<file path="config.mk">
export PLATFORM = sky130hd
export DESIGN_NAME = uart_transmitter
export DESIGN_NICKNAME = d
export VERILOG_FILES = /design/src/rtl/uart_transmitter.sv
export SDC_FILE = /design/constraint.sdc
export NUM_CORES = 1
export LEC_CHECK = 0
export CORE_ASPECT_RATIO = 0.9
export CORE_UTILIZATION = 46
export DETAILED_ROUTE_END_ITERATION = 8
export PLACE_DENSITY = 0.75
export RECOVER_POWER = 100
export SLEW_MARGIN = 20
export SYNTH_ARGS = -nofsm -noshare
export SYNTH_HDL_FRONTEND = slang
export SYNTH_SLANG_ARGS = --single-unit
export TNS_END_PERCENT = 20
</file>
<file path="constraint.sdc">
create_clock -name clk_i -period 3.2 [get_ports clk_i]
set_clock_uncertainty 0.1 [all_clocks]
set_input_delay 0.64 -clock clk_i [delete_from_list [all_inputs] [get_ports clk_i]]
set_output_delay 0.64 -clock clk_i [all_outputs]
set_load 0.02 [all_outputs]
</file>
<file path="src/rtl/uart_transmitter.sv">
// UART transmit path: FWFT byte FIFO feeding a start/data/parity/stop serialiser.
// Define UART_TX_CFG_REQ_EN to build the SYN-based configuration-request sequencer.
module uart_transmitter #(
  parameter int FIFO_DEPTH = 64,
  parameter int COUNT_1MS  = 50000,
  parameter int SYN_NUMBER = 3
) (
  input  logic       clk_i,
  input  logic       rst_n_i,
  input  logic       enable_i,
  input  logic       ov_baud_rt_i,
  input  logic       tx_fifo_write_i,
  input  logic [7:0] tx_data_i,
  input  logic [1:0] data_width_i,
  input  logic [1:0] stop_bits_number_i,
  input  logic [1:0] parity_mode_i,
  input  logic       config_req_mst_i,
  output logic       tx_o,
  output logic       tx_fifo_full_o,
  output logic       tx_fifo_empty_o,
  output logic       tx_done_o,
  output logic       tx_idle_o,
  output logic       config_req_done_o
);

  localparam int AW = $clog2(FIFO_DEPTH);

  localparam logic [2:0] S_IDLE     = 3'd0;
  localparam logic [2:0] S_START    = 3'd1;
  localparam logic [2:0] S_DATA     = 3'd2;
  localparam logic [2:0] S_PARITY   = 3'd3;
  localparam logic [2:0] S_STOP     = 3'd4;
`ifdef UART_TX_CFG_REQ_EN
  localparam logic [2:0] S_CFG_SYN  = 3'd5;
  localparam logic [2:0] S_CFG_HOLD = 3'd6;
  localparam int HOLD_CYC = 2 * COUNT_1MS;
  localparam int HW       = $clog2(HOLD_CYC);
  localparam int SW       = $clog2(SYN_NUMBER + 1) + 1;
`endif

  // ---------------- FIFO ----------------
  logic [7:0]  mem [FIFO_DEPTH];
  logic [AW-1:0] wr_ptr, rd_ptr;
  logic [AW:0] count, count_n;
  logic        full_q, empty_q;
  logic        push, pop, cfg_go;
  logic [7:0]  rd_data;

  assign push    = tx_fifo_write_i && !full_q;
  assign rd_data = mem[rd_ptr];

  always_comb begin
    count_n = count;
    if (push && !pop)      count_n = count + (AW+1)'(1);
    else if (pop && !push) count_n = count - (AW+1)'(1);
  end

  always_ff @(posedge clk_i)
    if (push) mem[wr_ptr] <= tx_data_i;

  always_ff @(posedge clk_i or negedge rst_n_i) begin
    if (!rst_n_i) begin
      wr_ptr  <= '0;
      rd_ptr  <= '0;
      count   <= '0;
      full_q  <= 1'b0;
      empty_q <= 1'b1;
    end else begin
      if (push) wr_ptr <= wr_ptr + AW'(1);
      if (pop)  rd_ptr <= rd_ptr + AW'(1);
      count   <= count_n;
      full_q  <= (count_n == (AW+1)'(FIFO_DEPTH));
      empty_q <= (count_n == '0);
    end
  end

  // ---------------- serialiser ----------------
  logic [2:0] state;
  logic [3:0] tick_cnt;
  logic [2:0] bit_cnt;
  logic [7:0] shift;
  logic [1:0] width_q, par_q, stop_q;
  logic       par_bit, stop2, tx_q, done_q, cfg_done_q;
  logic       bit_end;
  logic [2:0] last_bit;

  assign bit_end  = ov_baud_rt_i && (tick_cnt == 4'hF);
  assign last_bit = 3'd4 + {1'b0, width_q};

  // Parity covers only the bits actually sent for the selected width.
  function automatic logic calc_par(input logic [7:0] d, input logic [1:0] w,
                                    input logic odd);
    logic [7:0] mask;
    mask = 8'hFF >> (2'd3 - w);
    return (^(d & mask)) ^ odd;
  endfunction

`ifdef UART_TX_CFG_REQ_EN
  logic          cfg_pend, cfg_act;
  logic [SW-1:0] syn_cnt;
  logic [HW-1:0] hold_cnt;
  assign cfg_go = (state == S_IDLE) && enable_i && cfg_pend;
`else
  logic unused_cfg;
  assign unused_cfg = config_req_mst_i;
  assign cfg_go     = 1'b0;
`endif

  assign pop = (state == S_IDLE) && enable_i && !empty_q && !cfg_go;

  always_ff @(posedge clk_i or negedge rst_n_i) begin
    if (!rst_n_i) begin
      state      <= S_IDLE;
      tick_cnt   <= '0;
      bit_cnt    <= '0;
      shift      <= '0;
      width_q    <= '0;
      par_q      <= '0;
      stop_q     <= '0;
      par_bit    <= 1'b0;
      stop2      <= 1'b0;
      tx_q       <= 1'b1;
      done_q     <= 1'b0;
      cfg_done_q <= 1'b0;
`ifdef UART_TX_CFG_REQ_EN
      cfg_pend   <= 1'b0;
      cfg_act    <= 1'b0;
      syn_cnt    <= '0;
      hold_cnt   <= '0;
`endif
    end else begin
      done_q     <= 1'b0;
      cfg_done_q <= 1'b0;
      if (state != S_IDLE && ov_baud_rt_i) tick_cnt <= tick_cnt + 4'd1;
`ifdef UART_TX_CFG_REQ_EN
      cfg_pend <= config_req_mst_i || (cfg_pend && !cfg_go);
`endif
      case (state)
        S_IDLE: begin
          tx_q <= 1'b1;
          // Format is frozen here so mid-frame config changes cannot disturb the frame.
          if (cfg_go || pop) begin
            width_q <= data_width_i;
            par_q   <= parity_mode_i;
            stop_q  <= stop_bits_number_i;
          end
          if (pop) begin
            shift    <= rd_data;
            par_bit  <= calc_par(rd_data, data_width_i, parity_mode_i[0]);
            tick_cnt <= '0;
            tx_q     <= 1'b0;
            state    <= S_START;
          end
`ifdef UART_TX_CFG_REQ_EN
          if (cfg_go) begin
            syn_cnt <= '0;
            cfg_act <= 1'b1;
            state   <= S_CFG_SYN;
          end
`endif
        end
        S_START:
          if (bit_end) begin
            bit_cnt <= '0;
            tx_q    <= shift[0];
            state   <= S_DATA;
          end
        S_DATA:
          if (bit_end) begin
            shift   <= shift >> 1;
            bit_cnt <= bit_cnt + 3'd1;
            if (bit_cnt == last_bit) begin
              if (!par_q[1]) begin
                tx_q  <= par_bit;
                state <= S_PARITY;
              end else begin
                tx_q  <= 1'b1;
                stop2 <= 1'b0;
                state <= S_STOP;
              end
            end else begin
              tx_q <= shift[1];
            end
          end
        S_PARITY:
          if (bit_end) begin
            tx_q  <= 1'b1;
            stop2 <= 1'b0;
            state <= S_STOP;
          end
        S_STOP:
          if (bit_end) begin
            if (stop_q == 2'b01 && !stop2) begin
              stop2 <= 1'b1;
            end else begin
              done_q <= 1'b1;
              tx_q   <= 1'b1;
`ifdef UART_TX_CFG_REQ_EN
              state  <= cfg_act ? S_CFG_SYN : S_IDLE;
`else
              state  <= S_IDLE;
`endif
            end
          end
`ifdef UART_TX_CFG_REQ_EN
        S_CFG_SYN: begin
          tx_q <= 1'b1;
          if (syn_cnt == SW'(SYN_NUMBER)) begin
            cfg_act  <= 1'b0;
            hold_cnt <= '0;
            tx_q     <= 1'b0;
            state    <= S_CFG_HOLD;
          end else begin
            syn_cnt  <= syn_cnt + SW'(1);
            shift    <= 8'h16;
            par_bit  <= calc_par(8'h16, width_q, par_q[0]);
            tick_cnt <= '0;
            tx_q     <= 1'b0;
            state    <= S_START;
          end
        end
        S_CFG_HOLD: begin
          hold_cnt <= hold_cnt + HW'(1);
          if (hold_cnt == HW'(HOLD_CYC - 1)) begin
            tx_q       <= 1'b1;
            cfg_done_q <= 1'b1;
            state      <= S_IDLE;
          end
        end
`endif
        default: begin
          tx_q  <= 1'b1;
          state <= S_IDLE;
        end
      endcase
    end
  end

  assign tx_o              = tx_q;
  assign tx_fifo_full_o    = full_q;
  assign tx_fifo_empty_o   = empty_q;
  assign tx_done_o         = done_q;
  assign tx_idle_o         = (state == S_IDLE);
  assign config_req_done_o = cfg_done_q;

endmodule

</file>
Word-level counts from Yosys, hierarchy flattened
Memories as Yosys holds them, arrays and structs flattened.
Index checks and enable logic that the tools add are counted.
W data, S select, Z words.
{ "word_totals": {"word_cells": 112, "mem_count": 1, "input_bits": 20, "out_inout_bits": 6, "regBits": 49, "ramBits": 512} }
{ "op_classes": {"n_mux": 41, "eq_ne": 17, "bitwise": 2, "shift": 1, "n_reduce_logical": 26, "n_addsub": 8} }
{ "mem_list": {"columns": ["name", "words", "word_bits", "rd", "rd_ports_with_merged_regs", "wr", "line_no", "text"], "rows": [
  ["mem", 64, 8, 1, 0, 1, "42", "logic [7:0] mem [FIFO_DEPTH];"]
]} }
{ "ops": {"columns": ["op", "n"], "rows": [
  ["$mux W3", 10],
  ["$mux W1", 19],
  ["$mux W8", 2],
  ["$ne A2 B2 Y1 const B", 8],
  ["$pmux W8 S2", 1],
  ["$pmux W3 S5", 1],
  ["$mux W7", 2],
  ["$reduce_and A7 Y1", 2],
  ["$add A6 B1 Y6 const B", 2],
  ["$mux W4", 3],
  ["$and A8 B8 Y8", 1],
  ["$logic_and A1 B1 Y1", 8],
  ["$reduce_xor A8 Y1", 1],
  ["$shr A8 B2 Y8 const A", 1],
  ["$add A7 B1 Y7 const B", 1],
  ["$eq A7 B7 Y1 const B", 1],
  ["$logic_not A7 Y1", 1],
  ["$sub A7 B1 Y7 const B", 1],
  ["$eq A3 B2 Y1 const B", 2],
  ["$pmux W3 S2", 1],
  ["$reduce_and A3 Y1", 2],
  ["$reduce_bool A3 Y1", 2],
  ["$logic_not A1 Y1", 5],
  ["$pmux W1 S5", 1],
  ["other kinds (16)", 17]
]} }

Logic depth before layout (Yosys ltp)
{ "logic_depth": {"depth_word": 7, "ltp_mapped": 13, "ltp_nobuf": 9} }

Least setup slack after synthesis
No wires, ideal clock.
{ "synth_timing": {"kind": "register to register", "from": "reg rd_ptr[1]", "to": "reg par_bit", "synth_period_minus_slack_ns": 3.210, "path_buffers": 4, "path_stages_with_launch": 13, "arrival_time_ns": 2.979, "setup_slack_ns": -0.010, "required_ns": 2.969, "setup_time_ns": 0.131, "cell_sequence": "dfrtp_1 buf_2 buf_2 buf_1 buf_2 mux4_2 a21oi_1 o21ai_0 a31oi_1 xor2_1 xnor3_1 xnor2_1 o21ai_1"} }
{ "synth_via": {"elab_chain_len": 4} }
{ "synth_rtl": {"columns": ["element", "line_no", "text"], "rows": [
  ["start, declared", "43", "logic [AW-1:0] wr_ptr, rd_ptr;"],
  ["start signal, assigned", "70", "if (pop) rd_ptr <= rd_ptr + AW'(1);"],
  ["$mem_v2 Z64 W8", null, null],
  ["$and A8 B8 Y8", "95", "return (^(d & mask)) ^ odd;"],
  ["$reduce_xor A8 Y1", "95", null],
  ["$xor A1 B1 Y1", "95", null],
  ["end signal, assigned", "149", "par_bit <= calc_par(rd_data, data_width_i, parity_mode_i[0]);"],
  ["end, declared", "83", "logic par_bit, stop2, tx_q, done_q, cfg_done_q;"]
]} }
Every way passes these cells.
A chain may end at the register's enable or synchronous reset.

Final worst setup path
{ "layout_timing": {"from": "reg rd_ptr[0]", "to": "reg par_bit"} }
The elaborated chain is that of the path after synthesis.

==> reports/summary.txt <==
Total negative slack: -0.124 ns
Antenna Nets Post-Route: 0
Crit path depth: 12
Vias in the first global route: 12100
Setup crit end kind: register
Pleak: 0.00862 uW
Clock transition at the registers of the reported paths: 0.06 ns
Worst Reg-to-Reg Cells: 12
Fin Hold WS: 0.395 ns
Number of synthesized flops with an enable pin: 512
Worst Tran Pin Value: 2.71 ns
Hold Path Cell Cnt: 2
Max Cap Viol: 6
Root buffer cell: clkbuf_16
Post-synth top area cell: edfxtp_1
HPWL after detailed placement: 33.9 mm
Minimum clock period: 3.32 ns
Req. time, crit path: 3.60 ns
Avg Inst Size Synth: 18.8 sq um
Main synth FF type: edfxtp_1
Final wirelength: 52.0 mm
CP bufs+invs: 3
Routed len/inst: 25.3 um
Total track usage: 0.215
Site row count: 76
DR DRC count: 0
Sequential-to-total area share from yosys stat: 0.741
Antenna cells: 0
Failing checks: capacitance limit, slew limit, setup timing
Ys async rst share: 0.0857
Status: finished with violations
Worst path top cell family by delay: multiplexers
Total CTS buffers: 52
Final hold vios: 0
Die ar.: 0.0496 sq mm
Most used cell, CP: mux4_2
RePlAce Congestion: 0.870
Global-route wire length before repair: 76.5 mm
IO Port Bufs: 23
Switching power share of the total: 0.305
Syn_nets: 1217
1st-pass router iterations: 6
Slew Limit Fails: 262
Cell area after synthesis: 0.0224 sq mm
Tcrit/Tclk final: 1.04
Critical Path Max Stage Delay: 0.54 ns
Slew HR: -0.804
Hold Path Class: register to register
Critical path cell sequence: buf_6 -> buf_12 -> buf_8 -> mux4_2 -> mux4_2 -> nand2_1 -> and3_4 -> a31oi_4 -> xnor2_2 -> xnor3_1 -> xnor2_1 -> o21ai_1
RSZ-0062 raised after global routing: true
Dominant cells by area after synthesis: edfxtp_1 69%, mux4_2 12%, dfrtp_1 5.1%, nor2_1 1.7%, mux2i_1 1.6%
CTS tree: yes
CP Class: register to register
GRT Residual Overflow: 0
Clock Sinks: 560
Nets: 1411
Worst-path fanout max: 8
Io pins: 26
Largest net degree at the start of global routing: 65
# H-tree levels: 2
DRT iter0 DRCs: 1446
CP Launch Type: register
Area Overhead vs Synth: 17.5%
Arrival @ worst endpoint: 3.72 ns
CTS Buffer Depth: 3
Yosys Warn Count: 0
DR vias: 12200
Starting Density: 0.467
#FFs+latches synth: 560
Clk Latency, worst-skew pair: 0.62 ns
Int Pwr: 16100 uW
Chip height: 211 um
Share of cells above drive strength 1: 0.244
Dpl ws: -0.476 ns
Max VDD drop: 0.586 mV
Critical path's slowest cell: dfrtp_4
Routed vias/inst: 5.93
Switch Pwr: 7060 uW
Power Density: 881 mW/mm^2
Synth top area share: 0.687
Final setup vio count: 1
Clock network power share: 0.285
Core area: 0.0479 sq mm
Max frequency: 301 MHz
Seq pwr share: 0.385
Combinational power share: 0.330
Initial antenna violation count: 0
Final setup margin: -0.124 ns
Count of cell types in the netlist: 60
Post-Synthesis Cells: 1191
DIE WIDTH: 235 um
-- state kept, by name, summed over array words and instances (netlist names), 2 cells and up --
name	cells
bit_cnt	3
count	7
mem	512
rd_ptr	6
shift	8
state	3
stop_q	2
tick_cnt	4
width_q	2
wr_ptr	6
-- per-layer routing --
| metal | wire length [um] | global-route usage | vias to the layer above | part of all wire |
|---|---|---|---|---|
| met2 | 24000 | 0.327 | 641 | 0.46 |
| met5 | 0 | 0 | - | 0 |
| met4 | 1680 | 0.0730 | 0 | 0.032 |
| met1 | 21000 | 0.300 | 6219 | 0.40 |
| met3 | 5280 | 0.0582 | 117 | 0.10 |
| li1 | - | - | 5186 | - |
-- power by group through the flow --
| stage | logic [uW] | clock network, uW | registers (uW) |
|---|---|---|---|
| after floorplan | 4530 | 0 | 8840 |
| after global placement | 6910 | 0 | 9000 |
| after detailed placement | 7040 | 0 | 9040 |
| after CTS | 7580 | 6710 | 8900 |
| after global routing | 8070 | 6940 | 8970 |
| final | 7650 | 6600 | 8930 |
-- cells in the final DEF (no fill, tap or decap), types with 5 or more instances in the layout --
cell type / netlist / final
a21oi_1: 26 / 24
edfxtp_1: 512 / 512
ha_1: 6 / 6
clkbuf_16: 0 / 53
nor2_1: 100 / 100
bufinv_16: 0 / 10
nor2b_1: 8 / 8
nand3_1: 19 / 19
mux2i_1: 36 / 34
xnor2_1: 20 / 18
buf_12: 0 / 10
clkbuf_2: 0 / 7
clkinv_1: 1 / 12
dlygate4sd3_1: 0 / 6
mux4_2: 117 / 117
a31oi_1: 8 / 5
buf_4: 4 / 80
mux4_1: 10 / 10
or2_0: 0 / 5
a211oi_1: 6 / 5
buf_6: 3 / 5
dfrtp_1: 46 / 43
nand3b_1: 6 / 6
clkinv_2: 0 / 12
clkdlybuf4s50_1: 0 / 9
a22oi_2: 0 / 8
clkbuf_1: 37 / 88
o221ai_1: 7 / 7
nand2_1: 60 / 59
o22ai_1: 5 / 5
or3_1: 7 / 6
a22oi_1: 16 / 8
nand2b_1: 5 / 5
inv_1: 8 / 8
o21ai_0: 20 / 18
-- area by class of cell --
| class | instances | area, sq um |
|---|---|---|
| clock buffers | 58 | 1360 |
| clock inverters | 39 | 473 |
| fillers | 3639 | 21600 |
| inverters | 10 | 37.5 |
| multi-input cells | 552 | 5600 |
| flip-flops and latches | 560 | 16600 |
| well taps | 624 | 781 |
| repair buffers | 209 | 1470 |
-- cells by family after synthesis --
family | count (synthesis) | share of synthesized area
AO/OA/AOI/OAI | 109 | 0.0318
multiplexers | 164 | 0.146
adder cells (fa/ha/maj) | 6 | 0.00335
XOR/XNOR | 26 | 0.0108
flip-flops | 560 | 0.741
buffers and inverters | 79 | 0.0160
other | 1 | 0.000168
AND/OR/NAND/NOR | 246 | 0.0513
-- worst min-delay path, cell delays in order (launching register included) --
cell	delay, ns
dfrtp_1	0.34
a31oi_1	0.05
nor2_1	0.07
-- stage by stage --
step / instance area, sq um / std cells / total power (uW) / utilization
5_1_grt: 26300 / 2052 / 24000 / 0.549
6_report: 26300 / 2052 / 23200 / 0.549
3_3_place_gp: 24400 / 1939 / 15900 / 0.509
3_5_place_dp: 24400 / 1939 / 16100 / 0.509
2_1_floorplan: 22400 / 1191 / 13400 / -
4_1_cts: 26600 / 2052 / 23200 / 0.555
-- synth_stat cells, drive strengths merged (5+ instances only) --
| master | n |
|---|---|
| o21ai | 21 |
| a22oi | 16 |
| a211oi | 6 |
| nand3b | 6 |
| xor2 | 5 |
| inv | 9 |
| ha | 6 |
| edfxtp | 512 |
| or3 | 7 |
| o22ai | 5 |
| mux2i | 36 |
| or2 | 9 |
| o221ai | 7 |
| dfrtp | 46 |
| a31oi | 8 |
| nand2b | 5 |
| nand3 | 19 |
| mux4 | 127 |
| nor2b | 8 |
| a21oi | 26 |
| nor2 | 100 |
| clkbuf | 37 |
| xnor2 | 20 |
| buf | 32 |
| nand2 | 60 |
-- worst paths after layout --
kind,start,slack [ns],to
max in group asynchronous,rst_n_i,0.61,bit_cnt[1]$_DFFE_PN0P_
setup / recovery,rd_ptr[0]$_DFFE_PN0N_,-0.12,par_bit$_DFFE_PN0P_
setup reg to reg,rd_ptr[0]$_DFFE_PN0N_,-0.12,par_bit$_DFFE_PN0P_
hold reg to reg,stop2$_DFFE_PN0P_,0.40,stop2$_DFFE_PN0P_
min in group asynchronous,rst_n_i,0.96,wr_ptr[3]$_DFFE_PN0P_
hold / removal,stop2$_DFFE_PN0P_,0.40,stop2$_DFFE_PN0P_
-- timing repair --
item,CTS,global route
setup endpoints to repair,2,1
hold endpoints to repair,18,0
hold buffers,1,0
pin swaps,12,1
setup buffers,14,0
cloned,1,0
resized for setup,45,10
Note: power is estimated with default switching activity, not from simulation.
